$ cat src/rtl/cpu_pkg.sv
// ============================================================================
// Module : cpu_pkg
// Desc   : Shared fetch-stage types, vectors and IF/ID field helpers.
// Rev    : 1.0 - initial release
// ============================================================================
`default_nettype none

package cpu_pkg;

    typedef enum logic [1:0] {
        ST_FETCH = 2'd0,
        ST_DROP  = 2'd1,
        ST_BUF   = 2'd2
    } if_state_e;

    localparam logic [31:0] RESET_PC = 32'h8000_0000;
    localparam logic [31:0] IRQ_VEC  = 32'h8000_0004;
    localparam logic [31:0] EXC_VEC  = 32'h8000_0008;
    localparam logic [31:0] NOP_WORD = 32'h0000_0000;

    localparam int IFID_INSTR_LSB = 0;
    localparam int IFID_PC4_LSB   = 32;
    localparam int IFID_W         = 64;

    function automatic logic [IFID_W-1:0] ifid_pack(input logic [31:0] pc4,
                                                     input logic [31:0] instr);
        logic [IFID_W-1:0] r;
        r = '0;
        r[IFID_PC4_LSB   +: 32] = pc4;
        r[IFID_INSTR_LSB +: 32] = instr;
        return r;
    endfunction

    // The kernel flag in bit 31 never carries in from the increment.
    function automatic logic [31:0] pc_inc(input logic [31:0] p);
        return {p[31], p[30:0] + 31'd4};
    endfunction

endpackage

`default_nettype wire

$ cat src/rtl/if_stage_if.sv
// ============================================================================
// Module : if_stage_if
// Desc   : Instruction-memory req/ack fetch bus between IF stage and imem.
// Rev    : 1.0 - initial release
// ============================================================================
`default_nettype none

interface if_stage_if;
    logic        imem_req;
    logic [31:0] imem_addr;
    logic        imem_ack;
    logic [31:0] imem_rdata;

    modport master (output imem_req, imem_addr, input  imem_ack, imem_rdata);
    modport slave  (input  imem_req, imem_addr, output imem_ack, imem_rdata);
endinterface

`default_nettype wire

$ cat src/rtl/if_pc_sel.sv
// ============================================================================
// Module : if_pc_sel
// Desc   : Combinational redirect-priority mux producing {redirect, target}.
// Rev    : 1.0 - initial release
// ============================================================================
`default_nettype none

module if_pc_sel #(
    parameter logic [31:0] IRQ_VEC = cpu_pkg::IRQ_VEC,
    parameter logic [31:0] EXC_VEC = cpu_pkg::EXC_VEC
) (
    input  wire logic        bubble,
    input  wire logic        pc_src_j,
    input  wire logic [31:0] jump_address,
    input  wire logic        pc_src_jr,
    input  wire logic [31:0] jr_address,
    input  wire logic        exception,
    input  wire logic        irq_take,
    input  wire logic        ex_br_taken,
    input  wire logic [31:0] ex_br_address,
    output logic             redirect_o,
    output logic [31:0]      target_o
);

    always_comb begin
        redirect_o = 1'b0;
        target_o   = 32'h0;
        // Decode-sourced redirects wait while their instruction is held in decode.
        if (ex_br_taken) begin
            redirect_o = 1'b1;
            target_o   = ex_br_address;
        end else if (!bubble) begin
            if (exception) begin
                redirect_o = 1'b1;
                target_o   = EXC_VEC;
            end else if (irq_take) begin
                redirect_o = 1'b1;
                target_o   = IRQ_VEC;
            end else if (pc_src_jr) begin
                redirect_o = 1'b1;
                target_o   = jr_address;
            end else if (pc_src_j) begin
                redirect_o = 1'b1;
                target_o   = jump_address;
            end
        end
    end

endmodule

`default_nettype wire

$ cat src/rtl/if_stage.sv
// ============================================================================
// Module : if_stage
// Desc   : Instruction-fetch stage: PC, IF/ID register, variable-latency fetch.
//          Optional IF_PERF_CNT_EN adds fetch_cnt / stall_cnt outputs.
// Rev    : 1.0 - initial release
// ============================================================================
`default_nettype none

module if_stage #(
    parameter logic [31:0] RESET_PC = cpu_pkg::RESET_PC,
    parameter logic [31:0] IRQ_VEC  = cpu_pkg::IRQ_VEC,
    parameter logic [31:0] EXC_VEC  = cpu_pkg::EXC_VEC
) (
    input  wire logic        clk,
    input  wire logic        reset_b,
    input  wire logic        bubble,
    input  wire logic        pc_src_j,
    input  wire logic [31:0] jump_address,
    input  wire logic        pc_src_jr,
    input  wire logic [31:0] jr_address,
    input  wire logic        exception,
    input  wire logic        irq_take,
    input  wire logic        ex_br_taken,
    input  wire logic [31:0] ex_br_address,
    if_stage_if.master       imem,
    output logic [63:0]      IF_ID,
    output logic [31:0]      pc
`ifdef IF_PERF_CNT_EN
    ,
    output logic [31:0]      fetch_cnt,
    output logic [31:0]      stall_cnt
`endif
);

    import cpu_pkg::*;

    if_state_e   state_q;
    logic [31:0] pc_q;
    logic [63:0] if_id_q;
    logic [31:0] buf_q;
    logic [31:0] tgt_q;
    logic        redirect;
    logic [31:0] target;
    logic [31:0] pc_plus4;

    if_pc_sel #(.IRQ_VEC(IRQ_VEC), .EXC_VEC(EXC_VEC)) u_pc_sel (
        .bubble        (bubble),
        .pc_src_j      (pc_src_j),
        .jump_address  (jump_address),
        .pc_src_jr     (pc_src_jr),
        .jr_address    (jr_address),
        .exception     (exception),
        .irq_take      (irq_take),
        .ex_br_taken   (ex_br_taken),
        .ex_br_address (ex_br_address),
        .redirect_o    (redirect),
        .target_o      (target)
    );

    assign pc_plus4       = pc_inc(pc_q);
    assign imem.imem_req  = reset_b && (state_q != ST_BUF);
    assign imem.imem_addr = pc_q;
    assign IF_ID          = if_id_q;
    assign pc             = pc_q;

    always_ff @(posedge clk or negedge reset_b) begin
        if (!reset_b) begin
            state_q <= ST_FETCH;
            pc_q    <= RESET_PC;
            if_id_q <= '0;
            buf_q   <= NOP_WORD;
            tgt_q   <= '0;
        end else begin
            case (state_q)
                ST_FETCH: begin
                    if (redirect) begin
                        if_id_q <= '0;
                        // Without ack the request is still in flight; keep its address.
                        if (imem.imem_ack) begin
                            pc_q <= target;
                        end else begin
                            tgt_q   <= target;
                            state_q <= ST_DROP;
                        end
                    end else if (imem.imem_ack) begin
                        if (!bubble) begin
                            if_id_q <= ifid_pack(pc_plus4, imem.imem_rdata);
                            pc_q    <= pc_plus4;
                        end else begin
                            buf_q   <= imem.imem_rdata;
                            state_q <= ST_BUF;
                        end
                    end else if (!bubble) begin
                        if_id_q <= '0;
                    end
                end
                ST_DROP: begin
                    if_id_q <= '0;
                    if (imem.imem_ack) begin
                        pc_q    <= redirect ? target : tgt_q;
                        state_q <= ST_FETCH;
                    end else if (redirect) begin
                        tgt_q <= target;
                    end
                end
                ST_BUF: begin
                    if (redirect) begin
                        if_id_q <= '0;
                        pc_q    <= target;
                        state_q <= ST_FETCH;
                    end else if (!bubble) begin
                        if_id_q <= ifid_pack(pc_plus4, buf_q);
                        pc_q    <= pc_plus4;
                        state_q <= ST_FETCH;
                    end
                end
                default: state_q <= ST_FETCH;
            endcase
        end
    end

`ifdef IF_PERF_CNT_EN
    logic        ifid_load;
    logic [31:0] ifid_instr;

    always_comb begin
        ifid_load  = 1'b0;
        ifid_instr = NOP_WORD;
        if (!redirect && !bubble) begin
            if (state_q == ST_FETCH && imem.imem_ack) begin
                ifid_load  = 1'b1;
                ifid_instr = imem.imem_rdata;
            end else if (state_q == ST_BUF) begin
                ifid_load  = 1'b1;
                ifid_instr = buf_q;
            end
        end
    end

    always_ff @(posedge clk or negedge reset_b) begin
        if (!reset_b) begin
            fetch_cnt <= '0;
            stall_cnt <= '0;
        end else begin
            if (ifid_load && (ifid_instr != NOP_WORD)) begin
                fetch_cnt <= fetch_cnt + 32'd1;
            end
            if (bubble || (imem.imem_req && !imem.imem_ack)) begin
                stall_cnt <= stall_cnt + 32'd1;
            end
        end
    end
`endif

endmodule

`default_nettype wire

$ cat src/flat_wrapper.sv
// flat-port wrapper written by rule: the top's interface ports become plain ports
module if_stage_flat import cpu_pkg::*;
#(
    parameter logic [31:0] RESET_PC = cpu_pkg::RESET_PC,
    parameter logic [31:0] IRQ_VEC  = cpu_pkg::IRQ_VEC,
    parameter logic [31:0] EXC_VEC  = cpu_pkg::EXC_VEC
)
  (clk, reset_b, bubble, pc_src_j, jump_address, pc_src_jr, jr_address, exception, irq_take, ex_br_taken, ex_br_address, IF_ID, pc, imem_imem_req, imem_imem_addr, imem_imem_ack, imem_imem_rdata);
  if_stage_if imem_i ();
  input  wire logic clk;
  input  wire logic reset_b;
  input  wire logic bubble;
  input  wire logic pc_src_j;
  input  wire logic [31:0] jump_address;
  input  wire logic pc_src_jr;
  input  wire logic [31:0] jr_address;
  input  wire logic exception;
  input  wire logic irq_take;
  input  wire logic ex_br_taken;
  input  wire logic [31:0] ex_br_address;
  output logic [63:0] IF_ID;
  output logic [31:0] pc;
  output wire logic [$bits(imem_i.imem_req)-1:0] imem_imem_req;
  output wire logic [$bits(imem_i.imem_addr)-1:0] imem_imem_addr;
  input wire logic [$bits(imem_i.imem_ack)-1:0] imem_imem_ack;
  input wire logic [$bits(imem_i.imem_rdata)-1:0] imem_imem_rdata;
  assign imem_imem_req = imem_i.imem_req;
  assign imem_imem_addr = imem_i.imem_addr;
  assign imem_i.imem_ack = imem_imem_ack;
  assign imem_i.imem_rdata = imem_imem_rdata;
  if_stage #(.RESET_PC(RESET_PC), .IRQ_VEC(IRQ_VEC), .EXC_VEC(EXC_VEC)) u_core (.clk(clk), .reset_b(reset_b), .bubble(bubble), .pc_src_j(pc_src_j), .jump_address(jump_address), .pc_src_jr(pc_src_jr), .jr_address(jr_address), .exception(exception), .irq_take(irq_take), .ex_br_taken(ex_br_taken), .ex_br_address(ex_br_address), .imem(imem_i), .IF_ID(IF_ID), .pc(pc));
endmodule
$ cat config.mk
export PLATFORM = sky130hd
export DESIGN_NAME = if_stage_flat
export DESIGN_NICKNAME = d
export VERILOG_FILES = /design/src/rtl/cpu_pkg.sv /design/src/rtl/if_stage_if.sv /design/src/rtl/if_pc_sel.sv /design/src/rtl/if_stage.sv /design/src/flat_wrapper.sv
export SDC_FILE = /design/constraint.sdc
export NUM_CORES = 1
export LEC_CHECK = 0
export ABC_AREA = 1
export CELL_PAD_IN_SITES_DETAIL_PLACEMENT = 1
export CELL_PAD_IN_SITES_GLOBAL_PLACEMENT = 1
export CORE_MARGIN = 2
export CORE_UTILIZATION = 30
export CTS_CLUSTER_DIAMETER = 120
export DETAILED_ROUTE_END_ITERATION = 8
export PLACE_DENSITY_LB_ADDON = 0.08
export REMOVE_ABC_BUFFERS = 1
export SYNTH_ARGS = -nofsm -noshare
export SYNTH_HDL_FRONTEND = slang
export SYNTH_SLANG_ARGS = --single-unit
$ cat constraint.sdc
create_clock -name clk -period 4.4 [get_ports clk]
set_clock_uncertainty 0.1 [all_clocks]
set_input_delay 0.44 -clock clk [delete_from_list [all_inputs] [get_ports clk]]
set_output_delay 0.44 -clock clk [all_outputs]
set_load 0.1 [all_outputs]
==> results of run 1 <==
power by group through the flow:
stage	Clock (mW)	Combinational, mW	Sequential, mW
after floorplan	0	1.70	6.13
after global placement	0	7.12	2.73
after detailed placement	0	7.18	2.74
after CTS	1.53	7.20	2.72
after global routing	1.58	7.55	2.81
final	1.49	7.14	2.71
final cells by class:
class	count	area share, %
clock buffer	18	3.44
clock inverter	14	1.16
inverter	61	1.85
multi-input combinational	894	35.0
sequential	162	32.5
tap	396	3.97
timing repair buffer	280	22.1
registers in the layout, summed over array words and instances, names as in the netlist:
register,count
u_core.IF_ID,64
u_core.buf_q,32
u_core.imem.imem_addr,32
u_core.state_q,2
u_core.tgt_q,32
final timing paths:
path | startpoint | end | slack, ns | cells after the start
setup reg to reg | u_core.state_q[1]$_DFFE_PN0P_ | u_core.tgt_q[24]$_DFFE_PN0P_ | 1.46 | 10
min in group asynchronous | reset_b | u_core.buf_q[26]$_DFFE_PN0P_ | 0.40 | 2
hold / removal | u_core.buf_q[30]$_DFFE_PN0P_ | u_core.buf_q[30]$_DFFE_PN0P_ | 0.37 | 2
setup / recovery | exception | u_core.IF_ID[35]$_DFFE_PN0P_ | 1.33 | 10
hold reg to reg | u_core.buf_q[30]$_DFFE_PN0P_ | u_core.buf_q[30]$_DFFE_PN0P_ | 0.37 | 2
max in group asynchronous | reset_b | u_core.imem.imem_addr[20]$_DFFE_PN0P_ | 2.49 | 3
per-layer routing:
| layer | global-route usage, % | vias up |
|---|---|---|
| met2 | 36.0 | 196 |
| met4 | 5.34 | 0 |
| li1 | - | 4341 |
| met1 | 28.4 | 4361 |
| met3 | 3.54 | 25 |
| met5 | 0 | - |
cell usage after synthesis (5+ instances only):
cell / n
a21oi_1: 47
a22oi_1: 11
a31oi_1: 38
buf_1: 7
buf_2: 26
buf_4: 36
clkbuf_1: 23
dfrtp_1: 161
ha_1: 5
inv_1: 54
inv_2: 6
mux2_4: 19
nand2_1: 418
nand2_2: 5
nand3_1: 110
nand4_1: 5
nor2_1: 112
o21ai_0: 21
o21ai_1: 47
o21bai_1: 5
xor2_1: 6
worst max-delay path, stage by stage:
cell and delay [ns]:
clkdlybuf4s50_1 0.50, nor2_2 0.24, nand3_4 0.12, nand2_8 0.43, inv_4 0.23, nor2_8 0.47, nand2_1 0.17, nand2_4 0.14
nand2_4 0.22, o21ai_0 0.28
per-stage QoR:
stage / instances / total power [mW]
6_report: 1825 / 11.3
2_1_floorplan: 1117 / 7.83
3_5_place_dp: 1792 / 9.92
4_1_cts: 1825 / 11.5
5_1_grt: 1825 / 11.9
3_3_place_gp: 1792 / 9.85
logic make-up after synthesis:
kind of cell    after synthesis
buf+inv                     157
compound gates              188
mux                          22
xor+xnor                      8
fa+ha+maj                     5
simple gates                671
flops                       162
==> summary.txt, run 1 <==
Status
  – Status: completed

Min path
  – Hold WC Path Type: reg2reg

Logic synthesis
  – Post-synthesis adder-cell area fraction: less than 1%
  – Top post-synthesis cells by area: dfrtp_1 44%, nand2_1 17%, nand3_1 6.0%
  – Number of synthesized flops with an enable pin: 0
  – Seq cells post-synth: between 150 and 200
  – Fraction of synthesized area in multiplexers: between 3 and 4%
  – Cell taking the most area after synthesis: dfrtp_1
  – Post-synthesis compound-gate area fraction: a little under an eighth
  – Top FF cell, synth: dfrtp_1
  – Simple logic cell fraction of the synthesized area: between 30% and 40%
  – Distinct cell type count after synthesis: between 40 and 50
  – Post-Synth XOR/XNOR Area: less than 1%
  – Async S/R FF share, synth: between 90% and 100%
  – Seq/Total Area, Yosys: ~44%
  – Yosys warning count: 0
  – Avg Inst Size Synth: around 7.6 sq um
  – Post-Syn Instances: between 1000 and 1500
  – Combinational family with the most area after synthesis: simple AND/OR/NAND/NOR gates
  – Synth top area share: 43.8%
  – Mapped Area: 9200 sq um

Detailed routing
  – Final antenna-violating net count: 0
  – Met3 wire length: 1250 um
  – Post-DR wirelength/cell: about 18 um
  – DR vias/cell: 4.89
  – Uppermost layer routed: met4
  – Met2 WL post-DR: roughly 16000 um
  – DRT iter0 DRCs: 469
  – DRT Pass-1 Iters: 4
  – WL met1: ~16000 um
  – Via count: between 8000 and 9000
  – Routed wire length: between 30000 and 40000 um
  – Drc violations: 0

Finish
  – Nets: 1558
  – Commonest non-fill, non-tap cell in the layout: nand2_1
  – Multi-input logic area: about 4400 sq um
  – Area Overhead vs Synth: 35.7%
  – Most frequent cells in the layout: 418 x nand2_1, 261 x clkdlybuf4s50_1, 161 x dfrtp_1, 111 x nor2_1, 110 x nand3_1
  – Sequential Area: between 4000 and 5000 sq um
  – Share of cells above drive strength 1: between 7 and 8%
  – Fin area: between 10000 and 15000 sq um
  – Fillers: roughly 3700
  – Ant diodes: 0
  – Util after Layout: between 40% and 50%

Run
  – Max-Cap Viols: 0

CTS
  – CTS Buffer Depth: 2
  – Post-CTS Setup Bufs: 0
  – CTS buffer count: 17
  – Clock Latency Late Sink: between 0.4 and 0.5 ns
  – H-tree depth: 4
  – Hold_buf cts: 1
  – Post-CTS sizing: 0
  – Clock transition at the registers of the reported paths: about 0.070 ns
  – CTS tree: done
  – CTS root buf: clkbuf_16
  – Clk sink count: between 150 and 200

STA
  – # setup viols final: 0
  – Setup_tns: 0 ns
  – Final Hold Vio Count: 0
  – Slew Viols, Final: 0
  – Slew of the pin with the lowest slew margin: ~1.1 ns
  – Hold_ws: 0.373 ns
  – Fin crit share: between 60% and 70%
  – Slew margin rel.: between 20% and 30%
  – Final worst slack: 1.33 ns
  – Unrepaired setup endpoints after global routing: false
  – Peak Freq: between 300 and 400 MHz
  – Minimum clock period: about 3.1 ns

Critical path
  – Crit path required time: between 4 and 5 ns
  – Crit Path Max Fanout: 73
  – CP startpoint kind: input port
  – Crit. End Element: flip-flop
  – Kind of critical path: in2reg
  – Arr. time, crit path: approximately 3.3 ns

GRT
  – Antenna violations before repair: 0
  – Total GRT Usage: roughly a fifth
  – First-pass GRT wire length: about 52000 um
  – Largest net degree at the start of global routing: 74
  – GRT Residual Overflow: 0
  – Vias in the first global route: about 9000

Floorplanning
  – Die height: between 150 and 200 um
  – Die X: around 180 um
  – Full die area: 32100 sq um
  – Initial Util: ~30%
  – Core Area: 30400 sq um
  – Row count: 64
  – Number of I/O pins: ~270

Placed design
  – Buffers on Ports: ~270
  – Pre-CTS setup slack: between 0.8 and 0.9 ns
  – RePlAce Congestion: 0.819
  – Cell Area, Placed: around 12000 sq um
  – Final HPWL DP: ~23000 um

Power and ir drop
  – Net Switching: 6.82 mW
  – Power Dens Cells: approximately 910 nW/um^2
  – P_int: around 4.5 mW
  – Clock share of power: between 10% and 20%
  – Leakage Power: approximately 5.7 nW
  – Max VDD drop: between 800 and 900 uV
  – Seq pwr share: a little under a quarter
  – Switching Fraction: between 60% and 70%
  – Comb pwr share: between 60% and 70%
(Power assumes the default switching activity.)
==> inputs of run 2 (changes only) <==
==> constraint.sdc (replaced) <==
create_clock -name clk -period 2.8 [get_ports clk]
set_clock_uncertainty 0.1 [all_clocks]
set_input_delay 0.28 -clock clk [delete_from_list [all_inputs] [get_ports clk]]
set_output_delay 0.28 -clock clk [all_outputs]
set_load 0.1 [all_outputs]
==> summary.txt, run 2 (same netlist as run 1, synthesis figures left out) <==
CTS
  – Clock transition at the registers of the reported paths: 0.07 ns (about the same)
  – CTS tree: done (unchanged)
  – Post-CTS sizing: 0 (unchanged)
  – CTS Buffer Depth: 2 (unchanged)
  – H-tree depth: 4 (unchanged)
  – Clock Latency Late Sink: 0.43 ns (was 0.45 ns)
  – Clk sink count: 162 (unchanged)
  – CTS root buf: clkbuf_16 (unchanged)
  – CTS buffer count: 17 (unchanged)

STA
  – # setup viols final: 0 (unchanged)
  – Unrepaired setup endpoints after global routing: false (unchanged)
  – Slew of the pin with the lowest slew margin: 0.950 ns (was 1.06 ns)
  – Slew margin rel.: 36.6% (was 28.9%)
  – Minimum clock period: 2.27 ns
  – Peak Freq: between 400 and 500 MHz
  – Final Hold Vio Count: 0 (unchanged)
  – Fin crit share: between 80 and 90%
  – Slew Viols, Final: 0 (unchanged)
  – Final worst slack: 0.528 ns (was 1.33 ns)

Finish
  – Most frequent cells in the layout: 418 x nand2_1, 161 x dfrtp_1, 151 x buf_4, 133 x clkdlybuf4s50_1, 111 x nor2_1 (was 418 x nand2_1, 261 x clkdlybuf4s50_1, 161 x dfrtp_1, 111 x nor2_1, 110 x nand3_1)
  – Nets: 1571 (was 1558)
  – Area Overhead vs Synth: 34.2% (was 35.7%)
  – Share of cells above drive strength 1: 16.9% (was 7.28%)
  – Ant diodes: 0 (unchanged)
  – Util after Layout: 40.6% (was 41.0%)
  – Fillers: 3736 (unchanged)
  – Max reg flops: 64 (unchanged)
  – Final Instance Count excl. Fillers: 1837 (was 1825)
  – Commonest non-fill, non-tap cell in the layout: nand2_1 (unchanged)

Min path
  – Hold WC Path Type: in2reg (was reg2reg)
  – Hold Path Depth: 3 (was 2)

Detailed routing
  – DRT iter0 DRCs: 498 (was 469)
  – DRT Pass-1 Iters: 4 (unchanged)
  – Drc violations: 0 (unchanged)
  – Final antenna-violating net count: 0 (unchanged)
  – WL met1: 15600 um (was 15700 um)
  – Via count: 8921 (was 8923)
  – DR vias/cell: 4.86 (was 4.89)
  – Met2 WL post-DR: 16000 um (about the same)
  – Uppermost layer routed: met4 (unchanged)
  – Post-DR wirelength/cell: 18.1 um (was 18.3 um)
  – Routed wire length: 33300 um (was 33400 um)
  – Met3 wire length: 1300 um (was 1250 um)

Critical path
  – Crit. End Element: flip-flop (unchanged)
  – Arr. time, crit path: 2.48 ns (was 3.32 ns)
  – CP startpoint kind: flip-flop (was input port)
  – Kind of critical path: reg2reg (was in2reg)
  – Slowest CP cell: dfrtp_1 (was clkdlybuf4s50_1)
  – Crit Path Max Fanout: 6 (was 73)
  – Largest stage delay, worst path: 0.48 ns (was 0.50 ns)
  – Crit path required time: 3.01 ns (was 4.65 ns)
  – CP Cell Sequence: ha_1, nand2_1, nor2_2, nand2_2, inv_1, nand2_1, o21ai_0, nor2_1, o21ai_0, inv_1 (was clkdlybuf4s50_1, nor2_2, nand3_4, nand2_8, inv_4, nor2_8, nand2_1, nand2_4, nand2_4, o21ai_0)
  – R2r worst-path depth: 10 (unchanged)

Floorplanning
  – Row count: 64 (unchanged)
  – Core Area: 30400 sq um (unchanged)
  – Die height: 179 um (unchanged)
  – Full die area: 32100 sq um (unchanged)
  – Initial Util: 30.2% (unchanged)
  – Number of I/O pins: 266 (unchanged)
  – Die X: 179 um (unchanged)

GRT
  – Largest net degree at the start of global routing: 163 (was 74)
  – Total GRT Usage: 21.1% (was 21.3%)
  – GRT Residual Overflow: 0 (unchanged)
  – Vias in the first global route: 9165 (was 9137)
  – Antenna violations before repair: 0 (unchanged)
  – First-pass GRT wire length: 51900 um (was 52100 um)

Placed design
  – Placed insts: 1805 (was 1792)
  – Pre-CTS setup slack: 0.153 ns (was 0.874 ns)
  – Final HPWL DP: 23900 um (was 23200 um)
  – RePlAce Congestion: 0.797 (was 0.819)
  – Buffers on Ports: 265 (unchanged)

Status
  – Status: completed (unchanged)

Run
  – Max-Cap Viols: 0 (unchanged)
## run 2: final cells by class
cell class	instances	area [sq um]	area share (%)
Multi-Input combinational cell	894	4370	35.4
Sequential cell	162	4060	32.9
Timing Repair Buffer	293	2600	21.0
Tap cell	396	495	4.01
Clock buffer	21	470	3.81
Inverter	61	231	1.88
Clock inverter	10	125	1.01
## run 2: routing by layer
metal,GRT usage [%],up-vias
li1,-,4367
met1,28.5,4327
met2,36.0,209
met3,2.16,18
met4,5.11,0
met5,0,-
## run 2: repair_timing
| item | CTS | global route |
|---|---|---|
| hold buffers | 1 | 0 |
| hold endpoints to repair | 37 | 0 |
| setup buffers | 0 | 0 |
## run 2: metrics by stage
step           instance area, sq um  hold WS, ns  setup TNS (ns)
6_report                      12300        0.366               0
5_1_grt                       12300        0.373               0
4_1_cts                       12300        0.349               0
3_5_place_dp                  11700        0.359               0
3_3_place_gp                  11700        0.355               0
2_1_floorplan                  8640       -0.116          -14.56
## run 2: path summary, 6_finish.rpt
check                                                      from  slack (ns)                                     to
setup / recovery           u_core.imem.imem_addr[3]$_DFFE_PN0P_        0.53  u_core.imem.imem_addr[12]$_DFFE_PN0P_
hold / removal                              imem_imem_rdata[22]        0.37           u_core.buf_q[22]$_DFFE_PN0P_
setup reg to reg           u_core.imem.imem_addr[3]$_DFFE_PN0P_        0.53  u_core.imem.imem_addr[12]$_DFFE_PN0P_
hold reg to reg                    u_core.buf_q[29]$_DFFE_PN0P_        0.37           u_core.buf_q[29]$_DFFE_PN0P_
max in group asynchronous                               reset_b        1.43           u_core.tgt_q[26]$_DFFE_PN0P_
min in group asynchronous                               reset_b        0.44           u_core.IF_ID[23]$_DFFE_PN0P_
## run 2: critical path: cells and delay by family (launching register included)
kind,cells,cell delay [ns]
and+or+nand+nor,5,0.61
AOI/OAI and AO/OA,2,0.52
DFF,1,0.48
adders and majority gates,1,0.25
buffers and inverters,2,0.19
Power of run 2 is left out: the tool's default activity adds up to more than one toggle a clock period on the data nets, which glitch-free logic cannot reach.
==> inputs of run 3 (changes only) <==
==> constraint.sdc (replaced) <==
create_clock -name clk -period 2.11 [get_ports clk]
set_clock_uncertainty 0.1 [all_clocks]
set_input_delay 0.211 -clock clk [delete_from_list [all_inputs] [get_ports clk]]
set_output_delay 0.211 -clock clk [all_outputs]
set_load 0.1 [all_outputs]
==> summary.txt, run 3 (same netlist as run 1, synthesis figures left out) <==
STA
  – Unrepaired setup endpoints after global routing: false (unchanged)
  – Slew Viols, Final: 0 (unchanged)
  – Slew of the pin with the lowest slew margin: 0.572 ns (was 0.950 ns)
  – Peak Freq: 511 MHz (was 440 MHz)
  – # setup viols final: 0 (unchanged)
  – Final Hold Vio Count: 0 (unchanged)
  – Hold_ws: 0.0640 ns (was 0.366 ns)
  – Minimum clock period: 1.96 ns (was 2.27 ns)
  – Slew margin rel.: 61.8% (was 36.6%)
  – Fin crit share: 92.7% (was 81.1%)
  – Setup_tns: 0 ns (unchanged)

Critical path
  – Worst R2R End: u_core.IF_ID[32]$_DFFE_PN0P_ (was u_core.imem.imem_addr[12]$_DFFE_PN0P_)
  – Crit. End Element: flip-flop (unchanged)
  – R2r worst-path depth: 7 (was 10)
  – Kind of critical path: reg2reg (unchanged)
  – Crit path required time: 2.36 ns (was 3.01 ns)
  – R2r startpoint: u_core.state_q[0]$_DFFE_PN0P_ (was u_core.imem.imem_addr[3]$_DFFE_PN0P_)
  – Arr. time, crit path: 2.21 ns (was 2.48 ns)
  – Crit Path Max Fanout: 26 (was 6)
  – CP startpoint kind: flip-flop (unchanged)
  – Worst reg2reg setup slack: 0.15 ns (was 0.53 ns)

CTS
  – CTS Buffer Depth: 2 (unchanged)
  – CTS tree: done (unchanged)
  – CTS root buf: clkbuf_16 (unchanged)
  – CTS buffer count: 17 (unchanged)
  – H-tree depth: 4 (unchanged)
  – Clk sink count: 162 (unchanged)
  – Clock Latency Late Sink: 0.43 ns (about the same)
  – Clock transition at the registers of the reported paths: 0.08 ns (was 0.07 ns)

Placed design
  – Cell Area, Placed: 12300 sq um (was 11700 sq um)
  – Buffers on Ports: 265 (unchanged)
  – RePlAce Congestion: 0.807 (was 0.797)
  – Final HPWL DP: 25800 um (was 23900 um)

Status
  – Status: completed (unchanged)

Detailed routing
  – Via count: 9030 (was 8921)
  – Final antenna-violating net count: 0 (unchanged)
  – DR vias/cell: 4.78 (was 4.86)
  – Post-DR wirelength/cell: 17.9 um (was 18.1 um)
  – Routed wire length: 33800 um (was 33300 um)
  – Drc violations: 0 (unchanged)
  – DRT Pass-1 Iters: 6 (was 4)
  – DRT iter0 DRCs: 447 (was 498)

GRT
  – First-pass GRT wire length: 51900 um (about the same)
  – Vias in the first global route: 9075 (was 9165)
  – GRT Residual Overflow: 0 (unchanged)
  – Antenna violations before repair: 0 (unchanged)
  – Total GRT Usage: 21.2% (was 21.1%)
  – Largest net degree at the start of global routing: 57 (was 163)

Power and ir drop
  – Leakage Power: between 6 and 7 nW
  – Max VDD drop: 1380 uV
  – Power Dens Cells: approximately 1900 nW/um^2

Finish
  – Commonest non-fill, non-tap cell in the layout: nand2_1 (unchanged)
  – Multi-input logic area: 4380 sq um (was 4370 sq um)
  – Most frequent cells in the layout: 417 x nand2_1, 186 x buf_4, 161 x dfrtp_1, 133 x clkdlybuf4s50_1, 111 x nor2_1 (was 418 x nand2_1, 161 x dfrtp_1, 151 x buf_4, 133 x clkdlybuf4s50_1, 111 x nor2_1)
  – Ant diodes: 0 (unchanged)
  – Sequential Area: 4060 sq um (unchanged)
  – Area Overhead vs Synth: 40.4% (was 34.2%)
  – Fillers: 3717 (was 3736)
  – Nets: 1621 (was 1571)
  – Share of cells above drive strength 1: 20.0% (was 16.9%)
  – Fin area: 12900 sq um (was 12300 sq um)
  – Max reg flops: 64 (unchanged)

Floorplanning
  – Die X: 179 um (unchanged)
  – Initial Util: 30.2% (unchanged)
  – Row count: 64 (unchanged)
  – Full die area: 32100 sq um (unchanged)
  – Number of I/O pins: 266 (unchanged)
  – Die height: 179 um (unchanged)
  – Core Area: 30400 sq um (unchanged)

Run
  – Max-Cap Viols: 0 (unchanged)

Min path
  – Hold WC Path Type: in2async (was in2reg)
## run 3: cell count changes in the layout (fill, tap and decap cells not counted), moves of 2 or more
| cell | before | now |
|---|---|---|
| buf_4 | 151 | 186 |
| buf_12 | 5 | 19 |
| inv_6 | 2 | 4 |
| clkbuf_8 | 3 | 1 |
| inv_8 | 0 | 2 |
## run 3: area by class of cell
| cell class | instances | area share, % |
|---|---|---|
| well taps | 396 | 3.84 |
| multi-input cells | 894 | 33.9 |
| inverters | 61 | 1.79 |
| flip-flops and latches | 162 | 31.4 |
| clock inverters | 14 | 1.30 |
| repair buffers | 343 | 24.4 |
| clock buffers | 18 | 3.40 |
## run 3: worst max path at each step
stage / startpoint / to / depth (start not counted)
6_report: u_core.state_q[0]$_DFFE_PN0P_ / u_core.IF_ID[32]$_DFFE_PN0P_ / 7
5_1_grt: u_core.state_q[0]$_DFFE_PN0P_ / u_core.imem.imem_addr[31]$_DFFE_PN1P_ / 9
4_1_cts: u_core.imem.imem_addr[2]$_DFFE_PN0P_ / u_core.IF_ID[54]$_DFFE_PN0P_ / 9
3_5_place_dp: exception / u_core.IF_ID[32]$_DFFE_PN0P_ / 10
3_3_place_gp: pc_src_j / u_core.imem.imem_addr[16]$_DFFE_PN0P_ / 10
2_1_floorplan: u_core.imem.imem_addr[3]$_DFFE_PN0P_ / u_core.imem.imem_addr[12]$_DFFE_PN0P_ / 10
## run 3: critical path: stages (launching register included)
cell and delay (ns):
dfrtp_1 0.41, inv_1 0.08, ha_1 0.37, nor2_2 0.21
nand2_1 0.12, nand2_4 0.12, nand2_4 0.22, o21ai_0 0.24
## run 3: stage by stage
stage	util [%]	setup slack [ns]	cells	total power, mW
after floorplan	-	-1.11	1117	16.3
after global placement	40.4	0.0169	1854	21.0
after global routing	42.4	0.000574	1888	25.6
final	42.4	0.153	1888	24.3
after detailed placement	40.4	-0.0458	1854	21.2
after CTS	42.4	0.0936	1887	24.5
## run 3: layer usage
metal  up-vias  GRT usage, %  wire length (um)
met1      4353          28.3             15600
met3        15          2.44              1210
li1       4467             -                 -
met5         -             0                 0
met4         0          4.33               302
met2       195          37.0             16700
## run 3: repair_timing
action | 4_1_cts | 5_1_grt
endpoints found under the hold margin | 161 | 0
setup endpoints to repair | 0 | 9
resized for setup | 0 | 5
hold buffers | 1 | 0
buffers inserted | 0 | 1
## run 3: power by group
part	internal [mW]	switching, mW
Clock	1.82	1.47
Sequential	4.40	1.07
Combinational	3.76	11.8
